[src/rtl/pipe_hazard_ctrl.sv]
// Hazard scheduler for the 5-stage IF/ID/EX/MEM/WB pipeline.
// Tracks in-flight destination registers in EX/MEM/WB slots, selects operand
// forwarding for ID, inserts a single load-use bubble and freezes the pipe
// while data memory is busy.
module pipe_hazard_ctrl #(
    parameter int RA_W     = 5,
    parameter int CNT_W    = 16,
    parameter int WAIT_MAX = 15
) (
    input  logic             clk,
    input  logic             reset,
    input  logic             id_valid,
    input  logic [RA_W-1:0]  id_rs1,
    input  logic [RA_W-1:0]  id_rs2,
    input  logic             id_use_rs1,
    input  logic             id_use_rs2,
    input  logic [RA_W-1:0]  id_rd,
    input  logic             id_rf_we,
    input  logic             id_is_load,
    input  logic             mem_busy,
    output logic             pc_le,
    output logic             ifid_le,
    output logic             idex_bubble,
    output logic             pipe_freeze,
    output logic [1:0]       fwd_a_sel,
    output logic [1:0]       fwd_b_sel,
    output logic             mem_timeout,
    output logic [CNT_W-1:0] stall_cnt
);

    typedef enum logic [1:0] {
        ST_RUN     = 2'd0,
        ST_LDUSE   = 2'd1,
        ST_MEMWAIT = 2'd2
    } state_t;

    localparam int WAIT_W = $clog2(WAIT_MAX + 2);
    localparam logic [WAIT_W-1:0] WAIT_LIMIT = WAIT_W'(WAIT_MAX + 1);

    state_t state_reg;
    state_t state_next;

    // Slot index 0 = EX, 1 = MEM, 2 = WB
    logic [2:0]      slot_valid_reg;
    logic [2:0]      slot_we_reg;
    logic [2:0]      slot_ld_reg;
    logic [RA_W-1:0] slot_rd_reg [3];

    logic [2:0] hit_a;
    logic [2:0] hit_b;
    logic       luh;

    logic [WAIT_W-1:0] wait_reg;
    logic [WAIT_W-1:0] wait_next;
    logic              mem_timeout_reg;
    logic [CNT_W-1:0]  stall_cnt_reg;

    // Per-slot operand match; r0 and unused operands never match
    genvar gi;
    generate
        for (gi = 0; gi < 3; gi++) begin : g_match
            assign hit_a[gi] = slot_valid_reg[gi] & slot_we_reg[gi] &
                               (slot_rd_reg[gi] == id_rs1) & (id_rs1 != '0) & id_use_rs1;
            assign hit_b[gi] = slot_valid_reg[gi] & slot_we_reg[gi] &
                               (slot_rd_reg[gi] == id_rs2) & (id_rs2 != '0) & id_use_rs2;
        end
    endgenerate

    assign luh = id_valid & slot_ld_reg[0] & (hit_a[0] | hit_b[0]);

    // Forwarding select: nearest producer wins; a load in EX cannot forward
    always_comb begin
        fwd_a_sel = 2'b00;
        fwd_b_sel = 2'b00;
        if (hit_a[0] && !slot_ld_reg[0]) fwd_a_sel = 2'b01;
        else if (hit_a[1])               fwd_a_sel = 2'b10;
        else if (hit_a[2])               fwd_a_sel = 2'b11;
        if (hit_b[0] && !slot_ld_reg[0]) fwd_b_sel = 2'b01;
        else if (hit_b[1])               fwd_b_sel = 2'b10;
        else if (hit_b[2])               fwd_b_sel = 2'b11;
    end

    // Next-state and pipeline control decode; mem_busy has priority over load-use
    always_comb begin
        state_next  = ST_RUN;
        pc_le       = 1'b1;
        ifid_le     = 1'b1;
        idex_bubble = 1'b0;
        pipe_freeze = 1'b0;
        if (reset) begin
            if (mem_busy) begin
                state_next  = ST_MEMWAIT;
                pc_le       = 1'b0;
                ifid_le     = 1'b0;
                pipe_freeze = 1'b1;
            end else begin
                case (state_reg)
                    // EX holds the bubble just injected, so no second stall here
                    ST_LDUSE: state_next = ST_RUN;
                    default: begin
                        if (luh) begin
                            state_next  = ST_LDUSE;
                            pc_le       = 1'b0;
                            ifid_le     = 1'b0;
                            idex_bubble = 1'b1;
                        end
                    end
                endcase
            end
        end
    end

    // State register
    always_ff @(posedge clk or negedge reset) begin
        if (!reset) state_reg <= ST_RUN;
        else        state_reg <= state_next;
    end

    // Scoreboard shift: advance unless frozen, bubble into EX on load-use
    always_ff @(posedge clk or negedge reset) begin
        if (!reset) begin
            slot_valid_reg <= '0;
            slot_we_reg    <= '0;
            slot_ld_reg    <= '0;
            for (int i = 0; i < 3; i++) slot_rd_reg[i] <= '0;
        end else if (!pipe_freeze) begin
            slot_valid_reg <= {slot_valid_reg[1:0], id_valid & ~idex_bubble};
            slot_we_reg    <= {slot_we_reg[1:0], id_rf_we};
            slot_ld_reg    <= {slot_ld_reg[1:0], id_is_load};
            slot_rd_reg[0] <= id_rd;
            slot_rd_reg[1] <= slot_rd_reg[0];
            slot_rd_reg[2] <= slot_rd_reg[1];
        end
    end

    // Consecutive mem_busy counter, saturating at the timeout threshold
    always_comb begin
        wait_next = '0;
        if (mem_busy) wait_next = (wait_reg == WAIT_LIMIT) ? wait_reg : wait_reg + 1'b1;
    end

    // Wait counter and sticky timeout flag
    always_ff @(posedge clk or negedge reset) begin
        if (!reset) begin
            wait_reg        <= '0;
            mem_timeout_reg <= 1'b0;
        end else begin
            wait_reg <= wait_next;
            if (wait_next == WAIT_LIMIT) mem_timeout_reg <= 1'b1;
        end
    end

    // Saturating count of cycles in which the PC does not advance
    always_ff @(posedge clk or negedge reset) begin
        if (!reset)                              stall_cnt_reg <= '0;
        else if (!pc_le && stall_cnt_reg != '1)  stall_cnt_reg <= stall_cnt_reg + 1'b1;
    end

    assign mem_timeout = mem_timeout_reg;
    assign stall_cnt   = stall_cnt_reg;

endmodule
[config.mk]
export PLATFORM = sky130hd
export DESIGN_NAME = pipe_hazard_ctrl
export DESIGN_NICKNAME = d
export VERILOG_FILES = /design/src/rtl/pipe_hazard_ctrl.sv
export SDC_FILE = /design/constraint.sdc
export NUM_CORES = 1
export LEC_CHECK = 0
export CAP_MARGIN = 10
export CORE_MARGIN = 2
export CORE_UTILIZATION = 48
export CTS_BUF_LIST = sky130_fd_sc_hd__clkbuf_8
export DETAILED_ROUTE_END_ITERATION = 7
export GPL_TIMING_DRIVEN = 0
export PLACE_DENSITY = 0.77
export SETUP_SLACK_MARGIN = 0.4
export SYNTH_ARGS = -nofsm -noshare
export SYNTH_HDL_FRONTEND = slang
export SYNTH_SLANG_ARGS = --single-unit
[constraint.sdc]
create_clock -name clk -period 2.4 [get_ports clk]
set_clock_uncertainty 0.15 [all_clocks]
set_input_delay 0.48 -clock clk [delete_from_list [all_inputs] [get_ports clk]]
set_output_delay 0.48 -clock clk [all_outputs]
set_load 0.01 [all_outputs]
Word level (Yosys, flattened, before mapping)
Index checks and enable logic that the tools add are counted.

Register bits after elaboration: 46. Input bits: 23. Output and inout port bits: 25. Logic and storage cells: 77.

$add $sub $neg: 2. Equal/unequal tests: 10. Multiplexer cells: 22. Bitwise logic cells: 26. Reduce and logical (&&, ||, !) cells: 7.

Operator list (count): $eq A5 B5 Y1 (6); $and A1 B1 Y1 (24); $add A16 B1 Y16 const B (1); $mux W2 (8); $ne A16 B16 Y1 const B (1); $mux W1 (12); $eq A5 B5 Y1 const B (2); $mux W5 (2); $reduce_bool A5 Y1 (2); $add A5 B1 Y5 const B (1); $logic_and A1 B1 Y1 (3); $eq A2 B1 Y1 const B (1); $logic_not A1 Y1 (2); $not A1 Y1 (1); $or A1 B1 Y1 (1).

Logic depth before layout (Yosys ltp)
Gate-level depths: netlist of run 1.

Word-level depth: 12. Depth in mapped cells: 9. Gate-level depth less buffers: 8.

Least setup slack after synthesis of run 1
OpenSTA, ideal clock, no wires.

Path type: input -> output. Start point: in id_rs2[1]. End point: out pc_le. Arrival: 1.949 ns. Data required time: 1.770 ns. Slack: -0.179 ns. Cell stages on the path: 6. Path buffers: 1. Cells stage by stage: or4_1 o21ai_1 or3_4 a21oi_4 nor2_1 buf_4.

Longest elaborated chain between the ends: 10. Elaborated cells on any way between the ends: 11. Those cells by class: 1 x eq/ne; 4 x mux; 5 x bitwise; 1 x reduce/logical.

Ends and longest elaborated chain: from (decl) (line 14) `input logic [RA_W-1:0] id_rs2,`; $eq A5 B5 Y1 (line 65) `(slot_rd_reg[gi] == id_rs2) & (id_rs2 != '0) & id_use_rs2;`; $and A1 B1 Y1 (line 64) `assign hit_b[gi] = slot_valid_reg[gi] & slot_we_reg[gi] &`; $and A1 B1 Y1 * (2 in a row) (line 65); $or A1 B1 Y1 * (line 69) `assign luh = id_valid & slot_ld_reg[0] & (hit_a[0] | hit_b[0]);`; $and A1 B1 Y1 * (line 69); $mux W1 * (4 in a row); to (decl) (line 21) `output logic pc_le,`.

Every way passes the cells marked *; elsewhere a longest branch is shown, timed or not.

Worst setup path after layout of run 1
Start point: reg slot_rd_reg[10] in the netlist's numbering. End point: out idex_bubble.

Longest elaborated chain between the ends: 10. Elaborated cells on any way between the ends: 14. Those cells by class: 2 x eq/ne; 4 x mux; 8 x bitwise.

Ends and longest elaborated chain: from (decl) (line 47) `logic [RA_W-1:0] slot_rd_reg [3];`; $eq A5 B5 Y1, on equally long branches (line 63, 65); $and A1 B1 Y1, on equally long branches (line 62, 64); $and A1 B1 Y1, on equally long branches (2 in a row) (line 63, 65); $or A1 B1 Y1 * (line 69); $and A1 B1 Y1 * (line 69); $mux W1 * (line 101) `if (luh) begin`; $mux W1 * (line 97) `case (state_reg)`; $mux W1 * (line 91) `if (mem_busy) begin`; $mux W1 * (line 90) `if (reset) begin`; to (decl) (line 23) `output logic idex_bubble,`.

Marks and branches as above.

==> Implementation_results.wiki, run 1 <==
{| class="wikitable"
! Metric !! Value
|-
| Post-DP Area || 3030 µm²
|-
| Horiz. Die Dim || 74.8 µm
|-
| Worst setup startpoint || slot_rd_reg[10]
|-
| Area of the multi-input gates || 1410 µm²
|-
| Synth top area cells || sky130_fd_sc_hd__dfrtp_1 48%, sky130_fd_sc_hd__xnor2_1 12%, sky130_fd_sc_hd__mux2_2 9.8%
|-
| Post-DRT Antenna Nets || 0
|-
| Total of buffers placed on input and output ports || 47
|-
| Leak pwr || 1.55 nW
|-
| GR Util met3 || 0.0602
|-
| Most used routing layer in global routing || met2
|-
| Area delta synth->final || 47.1%
|-
| Global route total overflow || 0
|-
| Largest fanout of any net on the critical path || 4
|-
| Number of max-slew violations in the final report || 0
|-
| Vias per Instance || 5.27
|-
| Transition time at the pin with the least slew margin || 646 ps
|-
| Floorplan Core Area || 4790 µm²
|-
| Starting DRC count in detailed routing || 96
|-
| Final worst slack || -225 ps
|-
| Type of the worst setup path || register to output port
|-
| Clock Latency Late Sink || 300 ps
|-
| Largest area contributor in the netlist || sky130_fd_sc_hd__dfrtp_1
|-
| Y dimension of the die || 74.8 µm
|-
| Clock sink total || 46
|-
| Post-synthesis instance total || 213
|-
| Total power of the final layout || 2.14 mW
|-
| Die Area || 5600 µm²
|-
| Critical Path RT || 1770 ps
|-
| Wire length reported by the detailed router || 6.03 mm
|-
| Max-Slew Margin vs Limit || 0.568
|-
| Type of the most critical hold path || input port to asynchronous set/reset pin
|-
| Average cell area after synthesis || 11.3 µm²
|-
| CTS Root Buffer Type || sky130_fd_sc_hd__clkbuf_8
|-
| Number of enable flip-flop cells after synthesis || 0
|-
| Initial Util || 0.503
|-
| Share of Yosys cell area claimed by the top area cell type || 0.478
|-
| Initial antenna violation count || 0
|-
| Filler cell count || 334
|-
| Top-level I/O count || 48
|-
| First-pass DRT Iterations || 5
|-
| Total of endpoints with negative setup slack in the final report || 10
|-
| Final Wtd Congestion || 0.816
|-
| Worst R2R Start || slot_rd_reg[10]
|-
| Max-Cap Viols || 0
|-
| Vias || 1908
|-
| Minimum period implied by the final worst setup slack || 2620 ps
|-
| Hold Violations, Final || 0
|-
| Maximum buffer depth of the clock tree || 2
|-
| Global-route total usage across every layer || 0.236
|-
| Share of final-layout standard cells stronger than drive strength 1 || 0.400
|-
| Final HPWL DP || 3.85 mm
|-
| Final cycle utilization of the critical path || 1.09
|-
| Post-synth top flop || sky130_fd_sc_hd__dfrtp_1
|-
| Post-Route Setup TNS || -1190 ps
|-
| Clock-pin slew on the worst setup and hold paths || 90 ps
|-
| Crit-path max cell delay || 470 ps
|-
| Data arrival at the endpoint of the critical path || 1990 ps
|-
| Highest-delay cell along the critical path || sky130_fd_sc_hd__dfrtp_2
|-
| Worst IR drop on VDD || 0.566 mV
|-
| Number of antenna cells inserted || 0
|-
| Count of state elements after synthesis || 46
|-
| Category of the worst setup path launch point || register
|-
| Family of cells with the greatest summed delay on the critical path || simple AND/OR/NAND/NOR gates
|-
| Number of different library cells in the post-synthesis netlist || 34
|-
| Unrepaired setup endpoints after global routing || true
|-
| Warnings from Yosys || 0
|-
| Synth async-reset ratio || 1.00
|-
| Post-route DRC || 0
|-
| Maximum number of pins on one net before global-route repair || 18
|-
| CP endpoint kind || output port
|-
| CTS H-tree depth || 2
|-
| Sequential cell area fraction in the yosys report || 0.478
|-
| Final net count || 321
|-
| Outcome || finished, violations left
|-
| Final instance area || 3540 µm²
|-
| Final hold slack || 64.9 ps
|-
| Pwr/cell area || 604 nW/µm²
|-
| Maximum clock frequency || 381 MHz
|-
| Number of global-route vias before repair || 1922
|-
| Routed wire length per instance || 16.7 µm
|-
| M1 GR Usage || 0.318
|-
| CTS tree || built
|-
| Number of flip-flops under the largest register name || 16
|-
| Failing checks || setup timing
|-
| Count of standard-cell rows || 25
|-
| First-pass GRT wire length || 9.63 mm
|-
| Worst path bufs/invs || 1
|-
| Met2 global-route usage || 0.377
|-
| Synthesized area || 2410 µm²
|-
| Register area || 1160 µm²
|-
| Syn_nets || 239
|-
| Ordered list of cells on the worst path || xnor2_2 > nand4_1 > or3_4 > a21oi_4 > nor2b_4 > buf_6
|-
| Number of clock buffers inserted by TritonCTS || 5
|}
-- layout by cell type, fill, tap and decap left out, types with 2 or more instances in the layout --
cell	netlist	layout
sky130_fd_sc_hd__nand2b_1	4	3
sky130_fd_sc_hd__buf_2	0	10
sky130_fd_sc_hd__nor4_4	0	2
sky130_fd_sc_hd__xnor2_1	34	30
sky130_fd_sc_hd__nor3_1	10	5
sky130_fd_sc_hd__ha_1	3	3
sky130_fd_sc_hd__and2_1	3	3
sky130_fd_sc_hd__o21ai_4	0	2
sky130_fd_sc_hd__dfrtp_2	0	7
sky130_fd_sc_hd__or3_4	2	3
sky130_fd_sc_hd__clkdlybuf4s50_1	0	26
sky130_fd_sc_hd__buf_4	2	21
sky130_fd_sc_hd__nor2b_1	4	3
sky130_fd_sc_hd__clkdlybuf4s15_2	0	3
sky130_fd_sc_hd__nor3_4	0	5
sky130_fd_sc_hd__nand2_1	7	6
sky130_fd_sc_hd__inv_1	7	6
sky130_fd_sc_hd__buf_6	0	12
sky130_fd_sc_hd__nand3_1	13	13
sky130_fd_sc_hd__xnor2_2	0	4
sky130_fd_sc_hd__nor2_2	0	4
sky130_fd_sc_hd__xor2_1	14	14
sky130_fd_sc_hd__dfrtp_1	46	39
sky130_fd_sc_hd__and3_1	2	2
sky130_fd_sc_hd__o21ai_2	1	2
sky130_fd_sc_hd__mux2_2	21	21
sky130_fd_sc_hd__nand4_1	9	9
sky130_fd_sc_hd__or4_4	0	2
sky130_fd_sc_hd__o22a_1	2	2
sky130_fd_sc_hd__nor2_1	9	4
sky130_fd_sc_hd__clkbuf_8	0	7
-- worst reg2reg max path: cells and delay by family, from the launching register on --
family,cells,cell delay (ps)
AO/OA/AOI/OAI,2,290
flip-flops,1,470
XOR/XNOR,2,270
buffers and inverters,4,530
AND/OR/NAND/NOR,3,680
-- final cells by class --
class	instances	share of cell area
multi-input cells	156	0.399
flip-flops and latches	46	0.328
repair buffers	75	0.198
well taps	67	0.0237
clock buffers	6	0.0233
plain buffers	4	0.0113
clock inverters	1	0.00848
inverters	7	0.00813
-- report_power, final --
part / total, mW / internal (mW) / leakage (nW) / switching (mW)
logic: 0.553 / 0.334 / 0.934 / 0.219
registers: 0.983 / 0.871 / 0.560 / 0.112
clock network: 0.601 / 0.333 / 0.0573 / 0.268
-- synth_stat cells (2+ instances only) --
library cell               number
sky130_fd_sc_hd__nand2_1        7
sky130_fd_sc_hd__buf_4          2
sky130_fd_sc_hd__xnor2_1       34
sky130_fd_sc_hd__o21ai_1        2
sky130_fd_sc_hd__mux2_2        21
sky130_fd_sc_hd__xor2_1        14
sky130_fd_sc_hd__and3_1         2
sky130_fd_sc_hd__or4_1          2
sky130_fd_sc_hd__nand2b_1       4
sky130_fd_sc_hd__nor2b_1        4
sky130_fd_sc_hd__dfrtp_1       46
sky130_fd_sc_hd__nor2_1         9
sky130_fd_sc_hd__o22a_1         2
sky130_fd_sc_hd__clkbuf_1       2
sky130_fd_sc_hd__ha_1           3
sky130_fd_sc_hd__nor4_1         2
sky130_fd_sc_hd__inv_1          7
sky130_fd_sc_hd__o21ai_0        2
sky130_fd_sc_hd__nor3_1        10
sky130_fd_sc_hd__nand3_1       13
sky130_fd_sc_hd__nand4_1        9
sky130_fd_sc_hd__or3_4          2
sky130_fd_sc_hd__and2_1         3
-- logic make-up after synthesis --
family                   after synthesis  synth area share
adder cells (fa/ha/maj)                3            0.0156
AND/OR/NAND/NOR                       70             0.164
flip-flops                            46             0.478
multiplexers                          23             0.107
AO/OA/AOI/OAI                         12            0.0400
buffers and inverters                 11            0.0203
XOR/XNOR                              48             0.175
-- final timing paths --
path / cells after the start / slack (ps) / end
max: 6 / -220 / idex_bubble
min: 2 / 60 / stall_cnt[4]
max reg2reg: 11 / -50 / stall_cnt[9]
min reg2reg: 2 / 330 / mem_timeout
max in group asynchronous: 2 / 1060 / slot_rd_reg[11]
min in group clk: 2 / 330 / mem_timeout
-- stage by stage --
step                      utilization  cells  worst slack (ps)
after floorplan                     -    213              89.0
after global placement          0.631    327             -2810
after detailed placement        0.634    328             -1060
after CTS                       0.719    357              -194
after global routing            0.740    362              -312
final                           0.740    362              -225
-- metal layers --
metal,share of wire,vias to the layer above
li1,-,902
met1,0.45,934
met2,0.49,59
met3,0.051,13
met4,0.014,0
met5,0,-
-- what timing repair did --
| action | CTS | global route |
|---|---|---|
| cloned | 2 | 0 |
| resized for setup | 115 | 16 |
| hold buffers | 1 | 0 |
| hold endpoints to repair | 13 | 0 |
| pin swaps | 22 | 13 |
| setup endpoints to repair | 44 | 27 |
| buffers inserted | 19 | 5 |
Power figures use the tool's default switching activity.
==> run 2, diff against run 1 <==
--- a/config.mk
+++ b/config.mk
@@ -6,7 +6,7 @@
 export NUM_CORES = 1
 export LEC_CHECK = 0
 export CAP_MARGIN = 10
-export CORE_MARGIN = 2
+export CORE_MARGIN = 3
 export CORE_UTILIZATION = 48
 export CTS_BUF_LIST = sky130_fd_sc_hd__clkbuf_8
 export DETAILED_ROUTE_END_ITERATION = 7
==> Implementation_results.wiki, run 2 (same netlist as run 1, synthesis figures left out) <==
{| class="wikitable"
! Metric !! Value
|-
| Worst R2R Start || slot_rd_reg[10]
|-
| Number of flip-flops under the largest register name || 16
|-
| Number of max-slew violations in the final report || 0
|-
| Flop-to-flop setup slack || -140 ps
|-
| Unrepaired setup endpoints after global routing || true
|-
| Vias || 1834
|-
| Transition time at the pin with the least slew margin || 941 ps
|-
| Clock Latency Late Sink || 310 ps
|-
| Area delta synth->final || 43.5%
|-
| Global-route total usage across every layer || 0.206
|-
| Type of the most critical hold path || input port to asynchronous set/reset pin
|-
| Count of standard-cell rows || 25
|-
| CTS H-tree depth || 2
|-
| Placed cell count || 328
|-
| CTS Root Buffer Type || sky130_fd_sc_hd__clkbuf_8
|-
| Post-DRT Antenna Nets || 0
|-
| Minimum period implied by the final worst setup slack || 2700 ps
|-
| End of the worst register-to-register path || stall_cnt[1]
|-
| Max-Cap Viols || 0
|-
| Horiz. Die Dim || 76.8 µm
|-
| Largest fanout of any net on the critical path || 3
|-
| Total of endpoints with negative setup slack in the final report || 20
|-
| Crit-path most repeated cell || sky130_fd_sc_hd__buf_6
|-
| Ordered list of cells on the worst path || buf_6 > xnor2_2 > nand4_1 > or3_4 > a21oi_4 > buf_6 > nor2_4 > buf_6 > buf_6
|-
| Starting DRC count in detailed routing || 126
|-
| Crit-path max cell delay || 460 ps
|-
| Die Area || 5900 µm²
|-
| Pwr/cell area || 608 nW/µm²
|-
| Failing checks || setup timing
|-
| Post-DP Area || 3030 µm²
|-
| First-pass DRT Iterations || 4
|-
| CP endpoint kind || output port
|-
| Final net count || 314
|-
| Initial antenna violation count || 0
|-
| Final Wtd Congestion || 0.858
|-
| Y dimension of the die || 76.8 µm
|-
| Data arrival at the endpoint of the critical path || 2070 ps
|-
| Hold Violations, Final || 0
|-
| Category of the worst setup path launch point || register
|-
| Routed length on met1 || 2.66 mm
|-
| Maximum clock frequency || 370 MHz
|-
| Wire length reported by the detailed router || 5.62 mm
|-
| Outcome || finished, violations left
|-
| Total length of routed met3 wires || 228 µm
|-
| Highest-delay cell along the critical path || sky130_fd_sc_hd__dfrtp_2
|-
| Number of global-route vias before repair || 1938
|-
| Clock-pin slew on the worst setup and hold paths || 90 ps
|-
| Met2 wirelength from detailed routing || 2.62 mm
|-
| Routed wire length per instance || 15.8 µm
|-
| Final instance area || 3450 µm²
|-
| First-pass GRT wire length || 9.53 mm
|-
| Global route total overflow || 0
|-
| Total of buffers placed on input and output ports || 47
|-
| CTS tree || built
|-
| Initial Util || 0.503
|-
| Worst IR drop on VDD || 0.431 mV
|-
| Floorplan Core Area || 4790 µm²
|-
| Number of clock buffers inserted by TritonCTS || 5
|-
| Max-Slew Margin vs Limit || 0.371
|-
| Critical Path RT || 1770 ps
|-
| Final worst slack || -299 ps
|-
| Final cell count without fillers || 356
|-
| Vias per Instance || 5.15
|-
| Post-Route Setup TNS || -2930 ps
|-
| Most frequent standard cell in the layout excluding fill and tap cells || sky130_fd_sc_hd__dfrtp_1
|-
| Share of final-layout standard cells stronger than drive strength 1 || 0.367
|-
| Total power of the final layout || 2.10 mW
|-
| Top-level I/O count || 48
|-
| Maximum buffer depth of the clock tree || 2
|-
| Topmost layer with routed signal wires || met4
|-
| Number of antenna cells inserted || 0
|-
| Final cycle utilization of the critical path || 1.12
|-
| Final HPWL DP || 3.83 mm
|-
| Maximum number of pins on one net before global-route repair || 26
|-
| Leak pwr || 1.45 nW
|-
| Clock sink total || 46
|-
| Commonest non-fill, non-tap cells in the layout || 41 x sky130_fd_sc_hd__dfrtp_1, 29 x sky130_fd_sc_hd__xnor2_1, 27 x sky130_fd_sc_hd__clkdlybuf4s50_1, 21 x sky130_fd_sc_hd__mux2_2, 15 x sky130_fd_sc_hd__buf_6
|-
| Type of the worst setup path || register to output port
|-
| End-of-flow core utilization || 0.721
|-
| Post-route DRC || 0
|-
| Number of cells on the worst reg-to-reg path || 11
|}
## run 2: cell types whose count changed in the layout (fill, tap and decap cells not counted), sizes merged
cell           previous run  this run
buf                      45        38
bufbuf                    1         0
clkdlybuf4s50            26        27
dlygate4sd2               1         0
inv                       7         9
## run 2: where the power goes
group	internal (mW)	total, mW	leakage [nW]	switching [mW]
logic	0.310	0.508	0.831	0.198
clock network	0.318	0.603	0.0591	0.285
registers	0.871	0.989	0.562	0.118
total	1.50	2.10	1.45	0.601
## run 2: layer usage
layer / up-vias / global-route usage
met4: 0 / 0.0888
li1: 888 / -
met2: 38 / 0.315
met5: - / 0
met3: 14 / 0.0563
met1: 894 / 0.273
## run 2: final cells by class
type                            instances  area (µm²)
Multi-Input combinational cell        156        1360
Buffer                                  4        40.0
Fill cell                             328        1330
Inverter                                7        26.3
Tap cell                               67        83.8
Clock inverter                          3        47.5
Clock buffer                            5        68.8
Timing Repair Buffer                   68         664
Sequential cell                        46        1160
## run 2: how the worst max path moves through the flow
stage / startpoint / endpoint / slack [ps] / cells past startpoint
after floorplan: id_rs2[1] / pc_le / 90 / 6
after global placement: reset / pipe_freeze / -2760 / 5
after detailed placement: id_rs2[1] / pc_le / -1060 / 8
after CTS: slot_rd_reg[13] / pc_le / -260 / 9
after global routing: slot_rd_reg[13] / pc_le / -380 / 9
final: slot_rd_reg[10] / pc_le / -300 / 9
## run 2: critical path: cells and delay by family, from the launching register on
| kind | cells | cell delay, ps |
|---|---|---|
| buffers and inverters | 4 | 480 |
| DFF | 1 | 460 |
| xor gates and xnor gates | 1 | 120 |
| AOI/OAI and AO/OA | 1 | 160 |
| and+or+nand+nor | 3 | 540 |
## run 2: what timing repair did
action	in CTS	in global routing
hold endpoints to repair	21	0
resized for setup	114	9
pin swaps	25	5
endpoints found under the setup margin	44	27
hold buffers	2	0
buffers inserted	14	4
## run 2: per-stage QoR
stage	hold slack, ps	worst slack (ps)
after floorplan	34.4	89.0
after global placement	301	-2760
after detailed placement	322	-1060
after CTS	24.3	-264
after global routing	24.8	-383
final	25.7	-299
==> run 3, diff against run 2 <==
--- a/config.mk
+++ b/config.mk
@@ -11,7 +11,7 @@
 export CTS_BUF_LIST = sky130_fd_sc_hd__clkbuf_8
 export DETAILED_ROUTE_END_ITERATION = 7
 export GPL_TIMING_DRIVEN = 0
-export PLACE_DENSITY = 0.77
+export PLACE_DENSITY = 0.8
 export SETUP_SLACK_MARGIN = 0.4
 export SYNTH_ARGS = -nofsm -noshare
 export SYNTH_HDL_FRONTEND = slang
==> Implementation_results.wiki, run 3 (same netlist as run 1, synthesis figures left out) <==
{| class="wikitable"
! Metric !! Value
|-
| Top-level I/O count || 48
|-
| Number of flip-flops under the largest register name || 16
|-
| Die Area || 5900 µm²
|-
| Y dimension of the die || 76.8 µm
|-
| Count of standard-cell rows || 25
|-
| Maximum clock frequency || 383 MHz
|-
| End-of-flow core utilization || 0.746
|-
| Number of max-slew violations in the final report || 0
|-
| Most frequent standard cell in the layout excluding fill and tap cells || sky130_fd_sc_hd__dfrtp_1
|-
| Final worst slack || -210 ps
|-
| Total of endpoints with negative setup slack in the final report || 20
|-
| Clock Latency Late Sink || 300 ps
|-
| Post-route DRC || 0
|-
| CTS tree || built
|-
| Share of final-layout standard cells stronger than drive strength 1 || 0.385
|-
| Pwr/cell area || 590 nW/µm²
|-
| CTS Root Buffer Type || sky130_fd_sc_hd__clkbuf_8
|-
| First-pass DRT Iterations || 4
|-
| Number of global-route vias before repair || 1973
|-
| Wire length reported by the detailed router || 6.27 mm
|-
| Final cycle utilization of the critical path || 1.09
|-
| Worst path bufs/invs || 1
|-
| Horiz. Die Dim || 76.8 µm
|-
| Worst IR drop on VDD || 0.543 mV
|-
| Floorplan Core Area || 4790 µm²
|-
| Number of clock buffers inserted by TritonCTS || 5
|-
| Vias per Instance || 5.29
|-
| Ordered list of cells on the worst path || xnor2_1 > nand3_1 > or3_4 > a21oi_4 > nor2b_4 > buf_6
|-
| Largest fanout of any net on the critical path || 3
|-
| Family of cells with the greatest summed delay on the critical path || simple AND/OR/NAND/NOR gates
|-
| Final HPWL DP || 3.80 mm
|-
| Clock sink total || 46
|-
| Minimum period implied by the final worst setup slack || 2610 ps
|-
| Max-Slew Margin vs Limit || 0.597
|-
| Initial Util || 0.503
|-
| Post-DRT Antenna Nets || 0
|-
| Highest-delay cell along the critical path || sky130_fd_sc_hd__dfrtp_1
|-
| Final Wtd Congestion || 0.848
|-
| Initial antenna violation count || 0
|-
| Critical Path RT || 1770 ps
|-
| Starting DRC count in detailed routing || 96
|-
| Routed wire length per instance || 17.3 µm
|-
| Unrepaired setup endpoints after global routing || true
|-
| Commonest non-fill, non-tap cells in the layout || 42 x sky130_fd_sc_hd__dfrtp_1, 33 x sky130_fd_sc_hd__xnor2_1, 24 x sky130_fd_sc_hd__clkdlybuf4s50_1, 21 x sky130_fd_sc_hd__mux2_2
|-
| Number of antenna cells inserted || 0
|-
| First-pass GRT wire length || 9.88 mm
|-
| Leak pwr || 1.58 nW
|-
| Global-route total usage across every layer || 0.215
|-
| Failing checks || setup timing
|-
| Crit-path max cell delay || 440 ps
|-
| Final net count || 321
|-
| Total of buffers placed on input and output ports || 47
|-
| Max-Cap Viols || 0
|-
| Data arrival at the endpoint of the critical path || 1980 ps
|-
| Transition time at the pin with the least slew margin || 605 ps
|-
| Vias || 1921
|-
| Maximum buffer depth of the clock tree || 2
|-
| Clock-pin slew on the worst setup and hold paths || 80 ps
|-
| Type of the most critical hold path || input port to asynchronous set/reset pin
|-
| Setup Slack @ Placement || -1040 ps
|-
| Hold Violations, Final || 0
|-
| Maximum number of pins on one net before global-route repair || 19
|-
| CTS H-tree depth || 2
|-
| Type of the worst setup path || register to output port
|-
| Outcome || finished, violations left
|-
| Filler cell count || 318
|-
| Area delta synth->final || 48.3%
|-
| Global route total overflow || 0
|-
| CP endpoint kind || output port
|-
| Category of the worst setup path launch point || register
|}
## run 3: cell types whose count changed in the layout (fill, tap and decap cells not counted), moves of 3 or more
cell,previous run,this run
sky130_fd_sc_hd__clkdlybuf4s50_1,27,24
sky130_fd_sc_hd__nor2_1,7,4
sky130_fd_sc_hd__buf_4,11,16
sky130_fd_sc_hd__nor2_2,1,4
sky130_fd_sc_hd__nor3_4,1,6
sky130_fd_sc_hd__nor3_2,5,1
sky130_fd_sc_hd__xnor2_1,29,33
sky130_fd_sc_hd__xnor2_2,5,1
## run 3: final cells by class
type | count | area, µm² | area share
buffer | 4 | 40.0 | 0.0112
clock buffer | 5 | 68.8 | 0.0193
clock inverter | 3 | 41.3 | 0.0116
inverter | 7 | 28.8 | 0.00806
multi-input combinational | 156 | 1420 | 0.397
sequential | 46 | 1160 | 0.324
tap | 67 | 83.8 | 0.0235
timing repair buffer | 75 | 732 | 0.205
## run 3: worst paths after layout
check | startpoint | end | slack [ps] | cells after the start
worst min register to register | mem_timeout | mem_timeout | 330 | 2
min in group clk | mem_busy | state_reg[0] | 300 | 2
worst min-delay path | reset | stall_cnt[7] | 60 | 2
worst max register to register | slot_rd_reg[12] | stall_cnt[9] | -90 | 11
max in group asynchronous | reset | stall_cnt[10] | 1160 | 2
worst max-delay path | slot_rd_reg[12] | idex_bubble | -210 | 6
## run 3: power by group
part / total, mW / leakage [nW] / internal, mW / switching [mW]
clock: 0.567 / 0.0556 / 0.306 / 0.261
sequential: 0.982 / 0.563 / 0.870 / 0.112
combinational: 0.555 / 0.958 / 0.330 / 0.224
## run 3: through the flow
| stage | setup TNS (ps) | power (mW) | cells | hold slack (ps) | instance area [µm²] |
|---|---|---|---|---|---|
| detailed placement | -17100 | 1.46 | 328 | 243 | 3030 |
| floorplan | 0 | 1.23 | 213 | 34.4 | 2460 |
| CTS | -772 | 2.09 | 357 | 56.3 | 3420 |
| global route | -3540 | 2.22 | 363 | 55.4 | 3570 |
| global placement | -110610 | 1.44 | 327 | 303 | 3020 |
| finish | -1980 | 2.10 | 363 | 62.2 | 3570 |
## run 3: routing by layer
layer	GRT usage	wire [µm]	share of wire	vias up
met5	0	0	0	-
met4	0.0707	89	0.014	0
met3	0.0481	313	0.050	8
met2	0.355	3240	0.52	55
met1	0.278	2630	0.42	956
li1	-	-	-	902
## run 3: what timing repair did
item | CTS | global route
resized for setup | 114 | 28
pin swaps | 25 | 13
hold endpoints to repair | 12 | 0
buffers inserted | 18 | 6
cloned | 2 | 0
hold buffers | 1 | 0
endpoints found under the setup margin | 43 | 28
